--- src/rtl/bp_mem_resp_steer.sv ---
// Memory response steering: per-destination round-robin arbitration from the
// response sources into a 2-entry FIFO per LCE, with out-of-range lce_id drops.

module bp_mem_resp_steer_chk #(
  parameter int num_src_p = 3,
  parameter int num_dst_p = 2
) (
  input logic                 clk_i,
  input logic                 reset_n_i,
  input logic [num_src_p-1:0] src_v_i,
  input logic [num_src_p-1:0] src_yumi_o,
  input logic [num_dst_p-1:0] dst_v_o,
  input logic [num_dst_p-1:0] dst_yumi_i
);

  a_deq_legal: assert property (@(posedge clk_i) disable iff (!reset_n_i)
    (dst_yumi_i & ~dst_v_o) == {num_dst_p{1'b0}});

  a_yumi_needs_v: assert property (@(posedge clk_i) disable iff (!reset_n_i)
    (src_yumi_o & ~src_v_i) == {num_src_p{1'b0}});

endmodule

module bp_mem_resp_steer #(
  parameter int num_src_p      = 3,
  parameter int num_dst_p      = 2,
  parameter int msg_width_p    = 16,
  parameter int lce_id_lsb_p   = 0,
  parameter int lce_id_width_p = 2
) (
  input  logic                             clk_i,
  input  logic                             reset_n_i,
  input  logic [num_src_p*msg_width_p-1:0] src_data_i,
  input  logic [num_src_p-1:0]             src_v_i,
  output logic [num_src_p-1:0]             src_yumi_o,
  output logic [num_dst_p*msg_width_p-1:0] dst_data_o,
  output logic [num_dst_p-1:0]             dst_v_o,
  input  logic [num_dst_p-1:0]             dst_yumi_i,
  output logic                             drop_o,
  output logic [7:0]                       drop_count_o
);

  localparam int ptr_w = (num_src_p > 1) ? $clog2(num_src_p) : 1;

  logic [msg_width_p-1:0]    msg_s       [num_src_p];
  logic [lce_id_width_p-1:0] dest_s      [num_src_p];
  logic [num_src_p-1:0]      drop_v_s;
  logic [num_src_p-1:0]      yumi_s;
  logic [num_src_p-1:0]      grant_s     [num_dst_p];
  logic [ptr_w-1:0]          grant_idx_s [num_dst_p];
  logic [msg_width_p-1:0]    enq_data_s  [num_dst_p];
  logic [num_dst_p-1:0]      enq_s;
  logic [num_dst_p-1:0]      deq_s;
  logic [num_dst_p-1:0]      valid_s;
  logic [8:0]                drop_sum_s;
  logic [7:0]                drop_next_s;

  logic [ptr_w-1:0]          last_r  [num_dst_p];
  logic [1:0]                count_r [num_dst_p];
  logic [msg_width_p-1:0]    head_r  [num_dst_p];
  logic [msg_width_p-1:0]    tail_r  [num_dst_p];
  logic                      drop_r;
  logic [7:0]                drop_count_r;

  // Split the source bus and flag messages whose lce_id has no destination
  always_comb begin
    for (int i = 0; i < num_src_p; i++) begin
      msg_s[i]    = src_data_i[i*msg_width_p +: msg_width_p];
      dest_s[i]   = msg_s[i][lce_id_lsb_p +: lce_id_width_p];
      drop_v_s[i] = src_v_i[i] && (int'(dest_s[i]) >= num_dst_p);
    end
  end

  // Round-robin arbitration per destination, starting after the last grant
  always_comb begin
    int   idx;
    logic hit;
    idx = 0;
    hit = 1'b0;
    for (int d = 0; d < num_dst_p; d++) begin
      grant_s[d]     = {num_src_p{1'b0}};
      grant_idx_s[d] = last_r[d];
      enq_data_s[d]  = head_r[d];
      enq_s[d]       = 1'b0;
      for (int k = 0; k < num_src_p; k++) begin
        idx = (int'(last_r[d]) + 1 + k) % num_src_p;
        hit = !enq_s[d] && (count_r[d] != 2'd2) && reset_n_i &&
              src_v_i[idx] && (int'(dest_s[idx]) == d);
        grant_s[d][idx] = hit;
        grant_idx_s[d]  = hit ? ptr_w'(idx) : grant_idx_s[d];
        enq_data_s[d]   = hit ? msg_s[idx] : enq_data_s[d];
        enq_s[d]        = enq_s[d] | hit;
      end
    end
  end

  // Merge grants and drops into the per-source yumi; FIFO heads drive outputs
  always_comb begin
    yumi_s = drop_v_s & {num_src_p{reset_n_i}};
    for (int d = 0; d < num_dst_p; d++) begin
      yumi_s = yumi_s | grant_s[d];
      valid_s[d] = (count_r[d] != 2'd0);
      dst_data_o[d*msg_width_p +: msg_width_p] = head_r[d];
    end
    deq_s       = dst_yumi_i & valid_s;
    drop_sum_s  = {1'b0, drop_count_r} + 9'($countones(drop_v_s));
    drop_next_s = (drop_sum_s > 9'd255) ? 8'd255 : drop_sum_s[7:0];
  end

  assign src_yumi_o   = yumi_s;
  assign dst_v_o      = valid_s;
  assign drop_o       = drop_r;
  assign drop_count_o = drop_count_r;

  // Destination FIFOs (head/tail shift pair) and round-robin pointers
  always_ff @(posedge clk_i or negedge reset_n_i) begin
    if (!reset_n_i) begin
      for (int d = 0; d < num_dst_p; d++) begin
        last_r[d]  <= ptr_w'(num_src_p - 1);
        count_r[d] <= 2'd0;
        head_r[d]  <= {msg_width_p{1'b0}};
        tail_r[d]  <= {msg_width_p{1'b0}};
      end
    end else begin
      for (int d = 0; d < num_dst_p; d++) begin
        last_r[d] <= enq_s[d] ? grant_idx_s[d] : last_r[d];
        case ({enq_s[d], deq_s[d]})
          2'b10: begin
            if (count_r[d] == 2'd0) begin
              head_r[d] <= enq_data_s[d];
            end else begin
              tail_r[d] <= enq_data_s[d];
            end
            count_r[d] <= count_r[d] + 2'd1;
          end
          2'b01: begin
            head_r[d]  <= tail_r[d];
            count_r[d] <= count_r[d] - 2'd1;
          end
          // Enq only happens below full, so a concurrent deq means count is 1
          2'b11:   head_r[d]  <= enq_data_s[d];
          default: count_r[d] <= count_r[d];
        endcase
      end
    end
  end

  // Drop pulse and saturating drop counter
  always_ff @(posedge clk_i or negedge reset_n_i) begin
    if (!reset_n_i) begin
      drop_r       <= 1'b0;
      drop_count_r <= 8'd0;
    end else begin
      drop_r       <= |drop_v_s;
      drop_count_r <= drop_next_s;
    end
  end

  bp_mem_resp_steer_chk #(
    .num_src_p (num_src_p),
    .num_dst_p (num_dst_p)
  ) u_chk (
    .clk_i      (clk_i),
    .reset_n_i  (reset_n_i),
    .src_v_i    (src_v_i),
    .src_yumi_o (yumi_s),
    .dst_v_o    (valid_s),
    .dst_yumi_i (dst_yumi_i)
  );

endmodule

--- config.mk ---
export PLATFORM = sky130hd
export DESIGN_NAME = bp_mem_resp_steer
export DESIGN_NICKNAME = d
export VERILOG_FILES = /design/src/rtl/bp_mem_resp_steer.sv
export SDC_FILE = /design/constraint.sdc
export NUM_CORES = 1
export LEC_CHECK = 0
export CAP_MARGIN = 20
export CORE_MARGIN = 1.5
export CORE_UTILIZATION = 45
export DETAILED_ROUTE_END_ITERATION = 7
export PLACE_DENSITY = 0.67
export RECOVER_POWER = 100
export SYNTH_ARGS = -nofsm -noshare
export SYNTH_HDL_FRONTEND = slang
export SYNTH_SLANG_ARGS = --single-unit
--- constraint.sdc ---
create_clock -name clk_i -period 3.8 [get_ports clk_i]
set_input_delay 0.76 -clock clk_i [delete_from_list [all_inputs] [get_ports clk_i]]
set_output_delay 0.76 -clock clk_i [all_outputs]
set_load 0.02 [all_outputs]
# == After elaboration in Yosys (flattened, before gate mapping) ==
# Index checks and enable logic that the tools add are counted.
# totals
regBits,81
output_inout_bits,46
wordCells,226
input_bits,55
# op_classes
order_cmp,22
n_mux,89
bitwise_logic,18
add_sub_neg,13
eq_ne,13
n_div,6
reduce_logical,55
# ops
op,n
$mux 16,20
$bmux 16 s2,6
$ge 32x1->1 const B,6
$ge 32x3->1 const B,6
$lt 32x4->1 const B,6
$mod 32x3->32 const B,6
$not 32->32,6
$pmux 16 s3,2
$add 32x2->32 const B,2
$mux 2,18
$logic_and 1x1->1,31
$bmux 2 s2,6
$mux 1,18
$eq 2x2->1 const B,7
$bmux 1 s2,6
$bwmux 3,4
$demux 1 s2,6
$reduce_and 2->1,6
$reduce_bool 3->1,4
$logic_not 2->1,5
$add 8x3->9,1
$and 3x3->3,3
$gt 9x8->1 const B,1
$add 3x2->4 const B,2
17 further kinds,38

# == Longest topological paths before layout ==
# logic_depth
ltp_word,23
ltp_mapped,15
depth_no_buf,12

# == Worst setup path before layout ==
# No wires, ideal clock.
# synth_timing
kind,input to output
startpoint,in src_data_i[17]
endpoint,out src_yumi_o[1]
slack_ns,0.573
required_ns,3.040
cell_stages,9
t_arrival_ns,2.467
n_path_buf,3
cell_sequence,or3b_1 -> buf_2 -> a22o_1 -> o31ai_4 -> and2_1 -> buf_4 -> buf_6 -> nand2_1 -> nand4_1
# synth_via
elab_chain_len,19
word_cells_on_any_way,59
# synth_rtl
item,line,source
start: declaration,33,"input logic [num_src_p*msg_width_p-1:0] src_data_i,"
$bmux 2 s2,88,src_v_i[idx] && (int'(dest_s[idx]) == d);
$mux 2 (not written as such) (2 in series),88,
$logic_not 2->1,88,
$logic_and 1x1->1,88,
$logic_not 1->1,87,hit = !enq_s[d] && (count_r[d] != 2'd2) && reset_n_i &&
$logic_and 1x1->1 (3 in series),87,
$logic_and 1x1->1,88,
$or 1x1->1,92,enq_s[d] = enq_s[d] | hit;
$logic_not 1->1,87,
$logic_and 1x1->1 (3 in series),87,
$logic_and 1x1->1,88,
$bwmux 3,89,grant_s[d][idx] = hit;
$or 3x3->3,101,yumi_s = yumi_s | grant_s[d];
$or 3x3->3 (*),101,
end: declaration,35,"output logic [num_src_p-1:0] src_yumi_o,"
# Mark *: on every way between the ends. The rest lies on a longest branch, timed or not. The select of a mux whose other input is x is not followed.

# == Final worst setup path ==
# layout_timing
startpoint,in src_data_i[32]
endpoint,out src_yumi_o[0]
# Same word-level chain as after synthesis.

==> metrics.txt <==
status finished with violations; failing checks capacitance limit, slew limit; Yosys warning total 0; Std-Cell Rows 47; TritonCTS clock tree done; simple logic cell fraction of the synthesized area 0.156; syn_nets ~940; clock group share of total power 0.098; Compound-Gate Fraction of Synth Area 0.273; Die Area between 15000 and 20000 µm²; crit-path max FO 4; Die Y 132 µm; Boundary Pins around 100; CTS Hold Buffers Added 0; GRT Overall Usage 0.237; Post-synth EDFFs 0; sequential fraction of the synthesis area 0.271; RePlAce Congestion 0.881; GRT overflow 0; vias per cell 5.86; largest net degree at the start of global routing between 40 and 50; most used routing layer met2; n_diodes 0; number of port buffers 100; Comb pwr share 0.702; kind of critical path primary input to output pin; DRT Wirelength about 21000 µm; DRT iter0 DRCs 463; power per cell area ~890 nW/µm²; residual DRC count 0; post-synthesis xor/xnor area fraction 0.0117; CP Data Required Time 3040 ps; Worst-path clk slew 70 ps; vias in the first global route ~6500; Yosys top cell by area dfrtp_1; WP data arrival a little under 3000 ps; post-route ant nets 0; grt met2 use 0.365; clock sink count a little over 80; final hold violation count 0; Num CTS Buffers 9; Worst slew margin -0.526; Final Critical Period 3680 ps; Max Fclk between 0.2 and 0.3 GHz; Die X between 100 and 150 µm; worst setup margin between 100 and 150 ps; H-tree levels 3; Setup Buffers After CTS 0; Worst Hold Class primary input to asynchronous set/reset pin; Synth Register Bits around 80; synthesized area per cell 8.59 µm²; ys flop type dfrtp_1; Leak Pwr 3.53 nW; period utilization 0.968; Async S/R FF share, synth 1.00; area fraction of the dominant cell type after synthesis 0.264; Floorplan Core Area 16400 µm²; total number of vias between 7000 and 8000; Synth Area in Adders 0.0287; Worst setup SP type primary input; wire per inst approximately 17 µm; Layout Nets around 1000; Synth Instances ~870; layout cells sized above 1 0.146; initial antenna violation count 0; Flop pwr share 0.199; Int Pwr ~4.2 mW; MaxCap Viol Count 2; final count of negative-setup-slack endpoints 0; Sw Share 0.487; Worst setup EP type output pin; Post-Syn Area around 7500 µm²; post-layout util 0.558; initial core utilization 0.457; first-pass GRT wire length roughly 34000 µm; Worst-Margin Slew ~2300 ps; Fill cells roughly 1500; met3 GRT Util 0.0227; clock skew approximately 5.1 ps; deepest clock path buffer count 2; DR pass1 iterations 6; worst skew pair latency 340 ps; met1 Use GR 0.348; net switching power figure about 4.0 mW; unrepaired setup endpoints after global routing false; maximum VDD drop 0.349 mV; most area-consuming cells after synthesis dfrtp_1 (26%), mux2i_1 (15%), mux2_2 (4.4%); pre-CTS WS -350 ps; Pins Over Slew Limit 81; main combinational cell family by area after synthesis compound AO/OA/AOI/OAI gates; area delta synth->final 22.0%; Distinct cells, synth around 80; CTS root buffer clkbuf_16; mux share of post-synthesis cell area 0.194; dpl hpwl ~16000 µm
## metal layers
metal  up-vias  routed length (µm)  share of wire
li1       3494                   -              -
met1      3321               10300           0.49
met2       188                9250           0.44
met3        21                 863          0.041
met4         0                 410          0.020
met5         -                   0              0
## layout by cell type, fill, tap and decap left out, types with 15 or more instances in the layout
cell,n
mux2i_1,113
dfrtp_1,79
nand2_1,77
nor2_1,76
o21ai_0,63
buf_4,58
clkdlybuf4s50_1,53
dlygate4sd3_1,43
a21oi_1,40
a31oi_1,32
mux2_2,29
a2111oi_0,27
inv_1,20
nand2b_1,17
nor3_1,16
a22oi_1,16
o221ai_1,15
o2bb2ai_1,15
## kinds of logic after synthesis
logic type | Yosys count
AO/OA/AOI/OAI | 282
adder cells (fa/ha/maj) | 16
multiplexers | 142
flip-flops | 81
AND/OR/NAND/NOR | 243
buffers and inverters | 99
XOR/XNOR | 10
## final timing paths
path,from,to,slack [ps],depth (start not counted)
min in group clk_i,tail_r[6],tail_r[6],480,2
setup reg to reg,last_r[0],tail_r[12],320,14
max in group asynchronous,reset_n_i,dst_data_o[18],900,2
setup / recovery,src_data_i[32],src_yumi_o[0],120,8
hold / removal,reset_n_i,count_r[0],370,1
hold reg to reg,tail_r[6],tail_r[6],480,2
## cell usage after synthesis, types with 4 or more instances
master       n
nor3_1      16
inv_1       20
a2111oi_0   27
a221oi_1     9
and2_1       6
clkbuf_1    40
buf_2       20
a21oi_1     39
a31oi_1     31
xnor2_1      7
a22oi_1     16
a32oi_1      4
ha_1        14
nor2b_1      9
o21a_1       5
o2bb2ai_1   15
nor2_1      75
or2_2        4
o22ai_1      5
dfrtp_1     79
nand2_1     77
mux2i_1    113
nand3_1      7
nand4_1      4
or3_1        4
a211oi_1    13
mux2_2      29
nand2b_1    17
o21ai_1      5
a221oi_2     4
buf_6        9
o221ai_1    15
o21ai_0     61
buf_4        7
## through the flow
step	cells	TNS [ps]	total power [mW]	hold WS [ps]	cell area (µm²)
floorplan	873	0	5.75	446	7500
global placement	1182	-733	7.34	463	8910
detailed placement	1182	-763	7.40	471	8910
CTS	1198	0	8.22	221	9180
global route	1198	0	8.77	400	9150
finish	1198	0	8.12	367	9150
## power groups by stage
stage / sequential, mW / combinational, mW / clock [mW]
2_1_floorplan: 1.78 / 3.97 / 0
3_3_place_gp: 1.63 / 5.71 / 0
3_5_place_dp: 1.64 / 5.76 / 0
4_1_cts: 1.63 / 5.78 / 0.818
5_1_grt: 1.68 / 6.24 / 0.854
6_report: 1.62 / 5.70 / 0.800
## cell type report
cell class,count,area [µm²],area share
clock buffer,10,229,0.0250
clock inverter,6,42.5,0.00465
inverter,21,78.8,0.00862
multi-input combinational,693,5020,0.549
sequential,81,2030,0.222
tap,220,275,0.0301
timing repair buffer,167,1470,0.161
## worst max-delay path, cell delays in order
cell and delay, ps:
clkdlybuf4s50_1 440, nor4bb_2 350, o21bai_1 130, and2_1 180
or3b_2 440, a211oi_1 250, a211o_1 180, buf_2 180
## repair_timing
item | in CTS | in global routing
gates resized for setup | 6 | 10
pin swaps | 0 | 3
setup endpoints to repair | 3 | 3
hold endpoints to repair | 0 | 0
## flip-flops by register name, summed over array words and instances, names as in the netlist
name / flops
dst_data_o: 32
last_r: 4
drop_count_o: 8
count_r: 4
drop_o: 1
tail_r: 32
Note: power is estimated with default switching activity, not from simulation.
